### src/rtl/fwd_scoreboard_if.sv
// Bundle between the pipeline control and the forwarding scoreboard.
// master: pipeline/datapath side; slave: the scoreboard itself.
interface fwd_scoreboard_if #(
  parameter int unsigned DEPTH   = 3,
  parameter int unsigned NUM_SRC = 2,
  parameter int unsigned REG_W   = 5,
  parameter int unsigned WORD_W  = 32
);

  localparam int unsigned CNT_W = $clog2(DEPTH + 1);

  logic                        adv;
  logic                        flush_all;
  logic                        iss_valid;
  logic                        iss_RegWr;
  logic                        iss_DataRead;
  logic [REG_W-1:0]            iss_wsel;
  logic [DEPTH*WORD_W-1:0]     stg_wdat;
  logic [NUM_SRC*REG_W-1:0]    src_sel;
  logic [NUM_SRC*WORD_W-1:0]   src_rdat;
  logic [NUM_SRC*WORD_W-1:0]   src_data;
  logic [NUM_SRC-1:0]          src_fwd;
  logic                        stall;
  logic [CNT_W-1:0]            inflight;

  modport master (
    output adv, flush_all, iss_valid, iss_RegWr, iss_DataRead, iss_wsel,
    output stg_wdat, src_sel, src_rdat,
    input  src_data, src_fwd, stall, inflight
  );

  modport slave (
    input  adv, flush_all, iss_valid, iss_RegWr, iss_DataRead, iss_wsel,
    input  stg_wdat, src_sel, src_rdat,
    output src_data, src_fwd, stall, inflight
  );

endinterface

### src/rtl/fwd_scoreboard.sv
// Operand-forwarding and load-use scoreboard. Keeps destination metadata for
// DEPTH post-EX stages in a shift register and resolves each EX source operand
// to the youngest producing stage, or to the register file when none matches.
module fwd_scoreboard #(
  parameter int unsigned DEPTH      = 3,
  parameter int unsigned NUM_SRC    = 2,
  parameter int unsigned REG_W      = 5,
  parameter int unsigned WORD_W     = 32,
  parameter int unsigned LOAD_STAGE = 1
) (
  input  logic               CLK,
  input  logic               nRST,
  fwd_scoreboard_if.slave    bus
);

  localparam int unsigned CNT_W = $clog2(DEPTH + 1);

  // Elaboration-time parameter sanity checks.
  if (DEPTH < 1) begin : g_bad_depth
    $error("fwd_scoreboard: DEPTH must be at least 1");
  end
  if (NUM_SRC < 1) begin : g_bad_nsrc
    $error("fwd_scoreboard: NUM_SRC must be at least 1");
  end
  if (LOAD_STAGE >= DEPTH) begin : g_bad_ldstg
    $error("fwd_scoreboard: LOAD_STAGE must be below DEPTH");
  end

  typedef struct packed {
    logic             valid;
    logic             wr;
    logic             ld;
    logic [REG_W-1:0] wsel;
  } entry_t;

  entry_t entry_q [DEPTH];
  entry_t entry_d [DEPTH];

  logic [NUM_SRC*WORD_W-1:0] src_data_c;
  logic [NUM_SRC-1:0]        src_fwd_c;
  logic [NUM_SRC-1:0]        hazard_c;
  logic [CNT_W-1:0]          inflight_c;

  // Next-state: flush beats advance; advance shifts toward the oldest stage.
  always_comb begin
    for (int unsigned i = 0; i < DEPTH; i++) begin
      entry_d[i] = entry_q[i];
    end
    if (bus.flush_all) begin
      for (int unsigned i = 0; i < DEPTH; i++) begin
        entry_d[i] = '0;
      end
    end else if (bus.adv) begin
      for (int unsigned i = 1; i < DEPTH; i++) begin
        entry_d[i] = entry_q[i-1];
      end
      if (bus.iss_valid) begin
        entry_d[0].valid = 1'b1;
        entry_d[0].wr    = bus.iss_RegWr;
        entry_d[0].ld    = bus.iss_DataRead;
        entry_d[0].wsel  = bus.iss_wsel;
      end else begin
        entry_d[0] = '0;
      end
    end
  end

  // Stage metadata register, cleared asynchronously.
  always_ff @(posedge CLK or posedge nRST) begin
    if (nRST) begin
      for (int unsigned i = 0; i < DEPTH; i++) begin
        entry_q[i] <= '0;
      end
    end else begin
      for (int unsigned i = 0; i < DEPTH; i++) begin
        entry_q[i] <= entry_d[i];
      end
    end
  end

  // Operand resolution: the youngest match decides, even if it is an unready load.
  always_comb begin
    logic [REG_W-1:0] sel;
    logic             found;
    src_data_c = '0;
    src_fwd_c  = '0;
    hazard_c   = '0;
    sel        = '0;
    found      = 1'b0;
    for (int unsigned k = 0; k < NUM_SRC; k++) begin
      sel   = bus.src_sel[k*REG_W +: REG_W];
      found = 1'b0;
      src_data_c[k*WORD_W +: WORD_W] = bus.src_rdat[k*WORD_W +: WORD_W];
      if (sel == '0) begin
        // r0 reads as zero regardless of the register file or any producer.
        src_data_c[k*WORD_W +: WORD_W] = '0;
      end else begin
        for (int unsigned i = 0; i < DEPTH; i++) begin
          if (!found && entry_q[i].valid && entry_q[i].wr && (entry_q[i].wsel == sel)) begin
            found = 1'b1;
            if (!entry_q[i].ld || (i >= LOAD_STAGE)) begin
              src_data_c[k*WORD_W +: WORD_W] = bus.stg_wdat[i*WORD_W +: WORD_W];
              src_fwd_c[k] = 1'b1;
            end else begin
              hazard_c[k] = 1'b1;
            end
          end
        end
      end
    end
  end

  // Count of entries that will eventually write the register file.
  always_comb begin
    inflight_c = '0;
    for (int unsigned i = 0; i < DEPTH; i++) begin
      inflight_c = inflight_c + CNT_W'(entry_q[i].valid & entry_q[i].wr);
    end
  end

  assign bus.src_data = src_data_c;
  assign bus.src_fwd  = src_fwd_c;
  assign bus.stall    = |hazard_c;
  assign bus.inflight = inflight_c;

endmodule

### src/flat_wrapper.sv
// flat-port wrapper written by rule: the top's interface ports become plain ports
module fwd_scoreboard_flat 
#(
  parameter int unsigned DEPTH      = 3,
  parameter int unsigned NUM_SRC    = 2,
  parameter int unsigned REG_W      = 5,
  parameter int unsigned WORD_W     = 32,
  parameter int unsigned LOAD_STAGE = 1
)
  (CLK, nRST, bus_adv, bus_flush_all, bus_iss_valid, bus_iss_RegWr, bus_iss_DataRead, bus_iss_wsel, bus_stg_wdat, bus_src_sel, bus_src_rdat, bus_src_data, bus_src_fwd, bus_stall, bus_inflight);
  fwd_scoreboard_if #(.DEPTH(DEPTH), .NUM_SRC(NUM_SRC), .REG_W(REG_W), .WORD_W(WORD_W)) bus_i ();
  input  logic CLK;
  input  logic nRST;
  input wire logic [$bits(bus_i.adv)-1:0] bus_adv;
  input wire logic [$bits(bus_i.flush_all)-1:0] bus_flush_all;
  input wire logic [$bits(bus_i.iss_valid)-1:0] bus_iss_valid;
  input wire logic [$bits(bus_i.iss_RegWr)-1:0] bus_iss_RegWr;
  input wire logic [$bits(bus_i.iss_DataRead)-1:0] bus_iss_DataRead;
  input wire logic [$bits(bus_i.iss_wsel)-1:0] bus_iss_wsel;
  input wire logic [$bits(bus_i.stg_wdat)-1:0] bus_stg_wdat;
  input wire logic [$bits(bus_i.src_sel)-1:0] bus_src_sel;
  input wire logic [$bits(bus_i.src_rdat)-1:0] bus_src_rdat;
  output wire logic [$bits(bus_i.src_data)-1:0] bus_src_data;
  output wire logic [$bits(bus_i.src_fwd)-1:0] bus_src_fwd;
  output wire logic [$bits(bus_i.stall)-1:0] bus_stall;
  output wire logic [$bits(bus_i.inflight)-1:0] bus_inflight;
  assign bus_i.adv = bus_adv;
  assign bus_i.flush_all = bus_flush_all;
  assign bus_i.iss_valid = bus_iss_valid;
  assign bus_i.iss_RegWr = bus_iss_RegWr;
  assign bus_i.iss_DataRead = bus_iss_DataRead;
  assign bus_i.iss_wsel = bus_iss_wsel;
  assign bus_i.stg_wdat = bus_stg_wdat;
  assign bus_i.src_sel = bus_src_sel;
  assign bus_i.src_rdat = bus_src_rdat;
  assign bus_src_data = bus_i.src_data;
  assign bus_src_fwd = bus_i.src_fwd;
  assign bus_stall = bus_i.stall;
  assign bus_inflight = bus_i.inflight;
  fwd_scoreboard #(.DEPTH(DEPTH), .NUM_SRC(NUM_SRC), .REG_W(REG_W), .WORD_W(WORD_W), .LOAD_STAGE(LOAD_STAGE)) u_core (.CLK(CLK), .nRST(nRST), .bus(bus_i));
endmodule
### config.mk
export PLATFORM = sky130hd
export DESIGN_NAME = fwd_scoreboard_flat
export DESIGN_NICKNAME = d
export VERILOG_FILES = /design/src/rtl/fwd_scoreboard_if.sv /design/src/rtl/fwd_scoreboard.sv /design/src/flat_wrapper.sv
export SDC_FILE = /design/constraint.sdc
export NUM_CORES = 1
export LEC_CHECK = 0
export BUFFER_PORTS_ARGS = -buffer_cell sky130_fd_sc_hd__buf_2
export CORE_UTILIZATION = 25
export DETAILED_ROUTE_END_ITERATION = 12
export GPL_ROUTABILITY_DRIVEN = 0
export PLACE_DENSITY = 0.57
export SLEW_MARGIN = 20
export SYNTH_ARGS = -nofsm -noshare
export SYNTH_HDL_FRONTEND = slang
export SYNTH_SLANG_ARGS = --single-unit
### constraint.sdc
create_clock -name CLK -period 5.35 [get_ports CLK]
set_input_delay 0.8025 -clock CLK [delete_from_list [all_inputs] [get_ports CLK]]
set_output_delay 0.8025 -clock CLK [all_outputs]
set_load 0.02 [all_outputs]
==> results.json, run 1 <==
{
  "syn_nets": 633,
  "grt_pass1_vias": 4334,
  "tightest_slew_ns": 0.9948,
  "clock_sinks": 22,
  "period_share_pct": 78.42,
  "drt_iter0_drc": 388,
  "hp-class": "flop to flop",
  "synth_edf_count": 0,
  "htreeDepth": 1,
  "synth_top_cell_by_area": "dfrtp_1",
  "path_buf_inv": 3,
  "cpPeakStageDelay_ns": 0.82,
  "synth_cell_types": 38,
  "num_io_pins": 251,
  "die_area_mm2": 0.01411,
  "ir_worst_vdd_v": 0.0001779,
  "fmax_ghz": 0.2384,
  "syn_area_per_cell_um2": 7.579,
  "maxCapViolations": 0,
  "clockBufferDepth": 2,
  "r2r_slack_ns": 4.55,
  "ys_seq_area_share_pct": 16.14,
  "endpoint_kind": "primary output",
  "grt_pass1_wl_um": 23400,
  "yosysMostFrequentCell": "nand2_1",
  "yosys-top-cells-area": "dfrtp_1, o221ai_1, a221oi_2, nand2_1, inv_1",
  "synth_cells": 450,
  "hold_start": "u_core.entry_q[7]$_DFFE_PP0P_",
  "area_delta_synth_final_pct": 40.72,
  "grt_max_degree": 35,
  "placed_cell_area_mm2": 0.004725,
  "synth_seq_cells": 22,
  "nets": 855,
  "hold_viol_final": 0,
  "final_area_mm2": 0.004800,
  "initial_core_util_pct": 25.65,
  "cp.required_ns": 4.55,
  "coreArea_mm2": 0.01330,
  "max_flop_register": "u_core.entry_q",
  "postCtsSetupRepairBufs": 0,
  "top_regs": "u_core.entry_q (22)",
  "crit_fanout": 21,
  "reg2reg_from": "u_core.entry_q[20]$_DFFE_PP0P_",
  "syn_area_mm2": 0.003411,
  "drcViolationCount": 0,
  "vias_per_cell": 5.270,
  "track_usage_pct": 20.84,
  "tns_ns": 0,
  "yosysTopAreaCellShare_pct": 16.14,
  "via_count": 4458,
  "clock_latency_ns": 0.25,
  "wl_um": 15550,
  "grt_overflow_total": 0,
  "cp.arrival_ns": 3.39,
  "dp_hpwl_um": 11590,
  "path_clk_slew_ns": 0.06,
  "drv_slew": 0,
  "crit_top_cell": "buf_2",
  "die_h_um": 118.8,
  "start_kind": "primary input",
  "cts_tree": "yes",
  "cp_cell_sequence": "buf_2 -> xnor2_1 -> nand4_1 -> nor3_1 -> nand3_1 -> buf_4 -> o221ai_1 -> a31oi_1 -> buf_2",
  "dr.pass1.iters": 7,
  "wl_per_cell_um": 18.39,
  "yosys_warnings": 0,
  "ant_nets": 0,
  "die_x_um": 118.8,
  "clock_skew_ns": 0.001593,
  "diodes": 0,
  "cts_hold_buffers": 0,
  "critPathSlowestCell": "nand3_1",
  "largest_reg_flops": 22,
  "grt_antenna_before_repair": 0,
  "grt_setup_unrepaired": "false",
  "drive_above_1_share_pct": 44.93,
  "p_leak_nw": 2.516,
  "finalSetupViolCount": 0,
  "worstRegToRegCells": 2,
  "r2r-end": "u_core.entry_q[12]$_DFFE_PP0P_",
  "synthFlopType": "dfrtp_1",
  "ys_top_cells_by_count": "nand2_1, inv_1, o221ai_1",
  "hold_path_depth": 2,
  "nFillCells": 1482,
  "crit_type": "primary input to primary output",
  "path_delay_family": "simple AND/OR/NAND/NOR gates",
  "cts_resized": 0,
  "cts_buffers": 3,
  "ys_async_sr_fraction_pct": 100.0,
  "power.density_mw_per_mm2": 119.9,
  "layout_min_cycle_time_ns": 4.195,
  "io_buffers": 250,
  "slew_headroom_pct": 33.50,
  "num_rows": 42,
  "holdPathEnd": "u_core.entry_q[7]$_DFFE_PP0P_",
  "status": "finished, final reports clean",
  "cts_root_buf": "clkbuf_16"
}
## placed cells by master, fill, tap and decap left out, types with 8 or more instances in the layout
cell      synthesis  routed
nand3_1          10      10
xnor2_1          20      20
xor2_1           10      10
o221ai_1         62      62
inv_1            67      67
nand2_1          69      69
buf_4             4       8
dfrtp_1          22      22
a31oi_1          31      31
nor2_1           23      22
mux2i_1          17      17
nand2b_1         10      10
buf_2             7     250
a221oi_2         30      30
a21oi_1           9       9
## layer usage
metal / global-route usage, % / vias to the layer above / part of all wire, %
li1: - / 2108 / -
met1: 25.43 / 2109 / 42
met4: 4.035 / 0 / 1.4
met5: 0 / - / 0
met2: 39.11 / 221 / 51
met3: 2.220 / 20 / 6.0
## how the worst max path moves through the flow
| stage | startpoint | endpoint | cells after the start |
|---|---|---|---|
| 2_1_floorplan | bus_src_sel[1] | bus_src_data[31] | 5 |
| 3_3_place_gp | bus_src_sel[9] | bus_src_data[58] | 9 |
| 3_5_place_dp | bus_src_sel[5] | bus_src_data[58] | 9 |
| 4_1_cts | bus_src_sel[5] | bus_src_data[58] | 9 |
| 5_1_grt | bus_src_sel[5] | bus_src_data[58] | 9 |
| 6_report | bus_src_sel[5] | bus_src_data[58] | 9 |
## where the power goes
group | internal, mW | leakage (nW) | switching (mW)
clock network | 0.0985 | 0.0370 | 0.0543
registers | 0.170 | 0.303 | 0.00585
logic | 0.110 | 2.18 | 0.136
total | 0.379 | 2.52 | 0.196
## tightest hold or removal path: stages, from the launching register on
cell and delay [ns]:
dfrtp_1 0.34, mux2i_1 0.07, nor2_1 0.08
## area by class of cell
type	count	area, µm²	share of cell area (%)
multi-input cells	319	2371	49.40
repair buffers	259	1331	27.74
flip-flops and latches	22	550.5	11.47
inverters	67	251.5	5.240
well taps	176	220.2	4.588
clock buffers	3	75.07	1.564
## cell families after synthesis
| family | count (synthesis) | synth area share, % |
|---|---|---|
| multiplexers | 18 | 5.319 |
| XOR/XNOR | 30 | 7.704 |
| buffers and inverters | 109 | 14.71 |
| AO/OA/AOI/OAI | 142 | 38.59 |
| flip-flops | 22 | 16.14 |
| AND/OR/NAND/NOR | 128 | 16.95 |
| adder cells (fa/ha/maj) | 1 | 0.5870 |
## per-stage QoR
step / hold WS (ns) / setup slack, ns / power, mW / util, % / cells
detailed placement: 0.5181 / 1.177 / 0.4249 / 35.54 / 843
CTS: 0.5349 / 1.180 / 0.5787 / 36.10 / 846
floorplan: 0.4862 / 2.256 / 0.2998 / - / 450
global placement: 0.5151 / 1.171 / 0.4247 / 35.54 / 843
global route: 0.5759 / 0.9830 / 0.6063 / 36.10 / 846
finish: 0.5320 / 1.155 / 0.5756 / 36.10 / 846
Power figures use the tool's default switching activity.
==> run 2: changes to the inputs <==
--- a/config.mk
+++ b/config.mk
@@ -5,11 +5,12 @@
 export SDC_FILE = /design/constraint.sdc
 export NUM_CORES = 1
 export LEC_CHECK = 0
+export ABC_AREA = 1
 export BUFFER_PORTS_ARGS = -buffer_cell sky130_fd_sc_hd__buf_2
 export CORE_UTILIZATION = 25
 export DETAILED_ROUTE_END_ITERATION = 12
 export GPL_ROUTABILITY_DRIVEN = 0
-export PLACE_DENSITY = 0.57
+export PLACE_DENSITY = 0.55
 export SLEW_MARGIN = 20
 export SYNTH_ARGS = -nofsm -noshare
 export SYNTH_HDL_FRONTEND = slang
==> constraint.sdc (replaced) <==
create_clock -name CLK -period 3.4 [get_ports CLK]
set_input_delay 0.51 -clock CLK [delete_from_list [all_inputs] [get_ports CLK]]
set_output_delay 0.51 -clock CLK [all_outputs]
set_load 0.02 [all_outputs]
==> run 2 against run 1 <==
Effect of this change:
- utilization fell by 0.99 points
- routed wire length is 27% higher
- first-iteration DRC count down 11%
- synthesized cell count is 89% higher
- hold slack got worse by 0.12 ns
- clock power grew 76%
- clock skew is essentially flat
- critical path type is now flop to primary output
- combinational power is 74% higher
- global-route usage rose by 0.36 points
==> results.json, run 2 <==
{
  "ys_seq_area_share_pct": 12.62,
  "coreArea_mm2": 0.01682,
  "clockBufferDepth": 2,
  "yosys_warnings": 0,
  "diodes": 0,
  "cts_hold_buffers": 0,
  "drcViolationCount": 0,
  "synth_top_cell_by_area": "nand2_1",
  "wl_per_cell_um": 15.30,
  "dp_cells": 1286,
  "ant_nets": 0,
  "via_count": 6091,
  "cp.arrival_ns": 2.37,
  "cp.required_ns": 2.89,
  "cts_buffers": 3,
  "placed_cell_area_mm2": 0.005816,
  "clock_latency_ns": 0.25,
  "dr.pass1.iters": 5,
  "instances_no_fill": 1290,
  "synthFlopType": "dfrtp_1",
  "p_clk_share_pct": 27.6,
  "yosysTopAreaCellShare_pct": 18.24,
  "seqPwrFrac_pct": 28.2,
  "ys_top_cells_by_count": "nand2_1, nor2_1, inv_1, nand3_1, a21oi_1",
  "power_frac_comb_pct": 44.2,
  "die_h_um": 134.1,
  "initial_core_util_pct": 25.94,
  "seq_area_um2": 551.8,
  "nets": 1254,
  "p_leak_nw": 3.361,
  "tns_ns": 0,
  "multiInputGateArea_mm2": 0.003097,
  "crit_type": "flop to primary output",
  "postCtsSetupRepairBufs": 0,
  "die_area_mm2": 0.01798,
  "start_kind": "flop",
  "grt_pass1_vias": 5834,
  "grt_max_degree": 65,
  "synth_edf_count": 0,
  "clock_skew_ns": 0.001816,
  "vias_per_cell": 4.722,
  "swShare_pct": 35.50,
  "clock_sinks": 22,
  "htreeDepth": 1,
  "yosysMostFrequentCell": "nand2_1",
  "grt_antenna_before_repair": 0,
  "finalSetupViolCount": 0,
  "final_util_pct": 35.11,
  "num_io_pins": 251,
  "path_clk_slew_ns": 0.06,
  "hold_viol_final": 0,
  "ir_worst_vdd_v": 0.0002788,
  "tightest_slew_ns": 0.8289,
  "power.switching_uw": 346.4,
  "layout_min_cycle_time_ns": 2.876,
  "largest_reg_flops": 22,
  "power.density_mw_per_mm2": 165.2,
  "num_rows": 47,
  "syn_area_mm2": 0.004363,
  "yosys-top-cells-area": "nand2_1, nand3_1, dfrtp_1, nor2_1, inv_1",
  "cts_resized": 0,
  "worstRegToRegCells": 2,
  "synth_seq_cells": 22,
  "synth_cell_types": 29,
  "maxCapViolations": 0,
  "wl_um": 19740,
  "most-common-layout-cells": "buf_2, nand2_1, nor2_1",
  "grt_overflow_total": 0,
  "dp_slack_ns": 0.5751,
  "ys_async_sr_fraction_pct": 100.0,
  "drv_slew": 0,
  "syn_nets": 1032,
  "hold_ws_ns": 0.4157,
  "grt_pass1_wl_um": 30670,
  "p_int_uw": 629.2,
  "slew_headroom_pct": 44.68,
  "dp_hpwl_um": 14810,
  "drt_iter0_drc": 345,
  "max_flop_register": "u_core.entry_q",
  "die_x_um": 134.1,
  "grt_setup_unrepaired": "false",
  "track_usage_pct": 21.20,
  "fmax_ghz": 0.3477,
  "cts_tree": "yes",
  "hp-class": "primary input to async pin",
  "area_delta_synth_final_pct": 35.33,
  "final_area_mm2": 0.005904,
  "status": "finished, final reports clean",
  "power_uw": 975.6,
  "period_share_pct": 84.60,
  "layout_commonest_cell": "buf_2",
  "endpoint_kind": "primary output",
  "layout_setup_ws_ns": 0.5236,
  "io_buffers": 250,
  "crit_fanout": 21,
  "synth_cells": 849,
  "nFillCells": 1973,
  "cts_root_buf": "clkbuf_16",
  "syn_area_per_cell_um2": 5.139,
  "drive_above_1_share_pct": 30.28,
  "top_regs": "u_core.entry_q (22)"
}
## run 2: path summary, 6_finish.rpt
| path | start | endpoint | slack, ns |
|---|---|---|---|
| setup / recovery | u_core.entry_q[17]$_DFFE_PP0P_ | bus_src_data[11] | 0.52 |
| hold / removal | nRST | u_core.entry_q[14]$_DFFE_PP0P_ | 0.42 |
| setup reg to reg | u_core.entry_q[17]$_DFFE_PP0P_ | u_core.entry_q[17]$_DFFE_PP0P_ | 2.56 |
| hold reg to reg | u_core.entry_q[6]$_DFFE_PP0P_ | u_core.entry_q[6]$_DFFE_PP0P_ | 0.53 |
| max in group asynchronous | nRST | u_core.entry_q[21]$_DFFE_PP0P_ | 2.42 |
| min in group CLK | bus_iss_DataRead | u_core.entry_q[21]$_DFFE_PP0P_ | 0.51 |
## run 2: critical path: stages (launching register included)
cell and delay [ns]:
dfrtp_1 0.42, inv_1 0.17, nor2_1 0.08, nor3_2 0.21, nand2_2 0.10, buf_4 0.20
inv_2 0.24, buf_12 0.21, nand2_1 0.09, a21oi_1 0.15, nor2_1 0.06, buf_2 0.15
## run 2: power groups by stage
stage	Sequential [mW]	Clock (mW)	Combinational (mW)
after floorplan	0.277	0	0.233
after global placement	0.280	0	0.430
after detailed placement	0.280	0	0.431
after CTS	0.275	0.274	0.433
after global routing	0.276	0.288	0.477
final	0.275	0.270	0.431
## run 2: per-layer routing
layer,GRT usage (%),share of wire [%],vias to the layer above
met4,4.744,1.2,0
li1,-,-,3123
met2,38.23,48,256
met5,0,0,-
met1,26.96,43,2696
met3,2.268,6.9,16
## run 2: cell families after synthesis
logic type / count (synthesis) / synth area share [%]
compound gates: 129 / 17.06
xor+xnor: 1 / 0.2008
fa+ha+maj: 1 / 0.4589
buf+inv: 177 / 16.52
flops: 22 / 12.62
simple gates: 519 / 53.14
## run 2: cell type report
type                       count  share of cell area (%)
sequential                    22                   9.345
inverter                     124                   7.883
clock buffer                   4                   1.505
timing repair buffer         270                   24.16
multi-input combinational    650                   52.45
tap                          220                   4.662
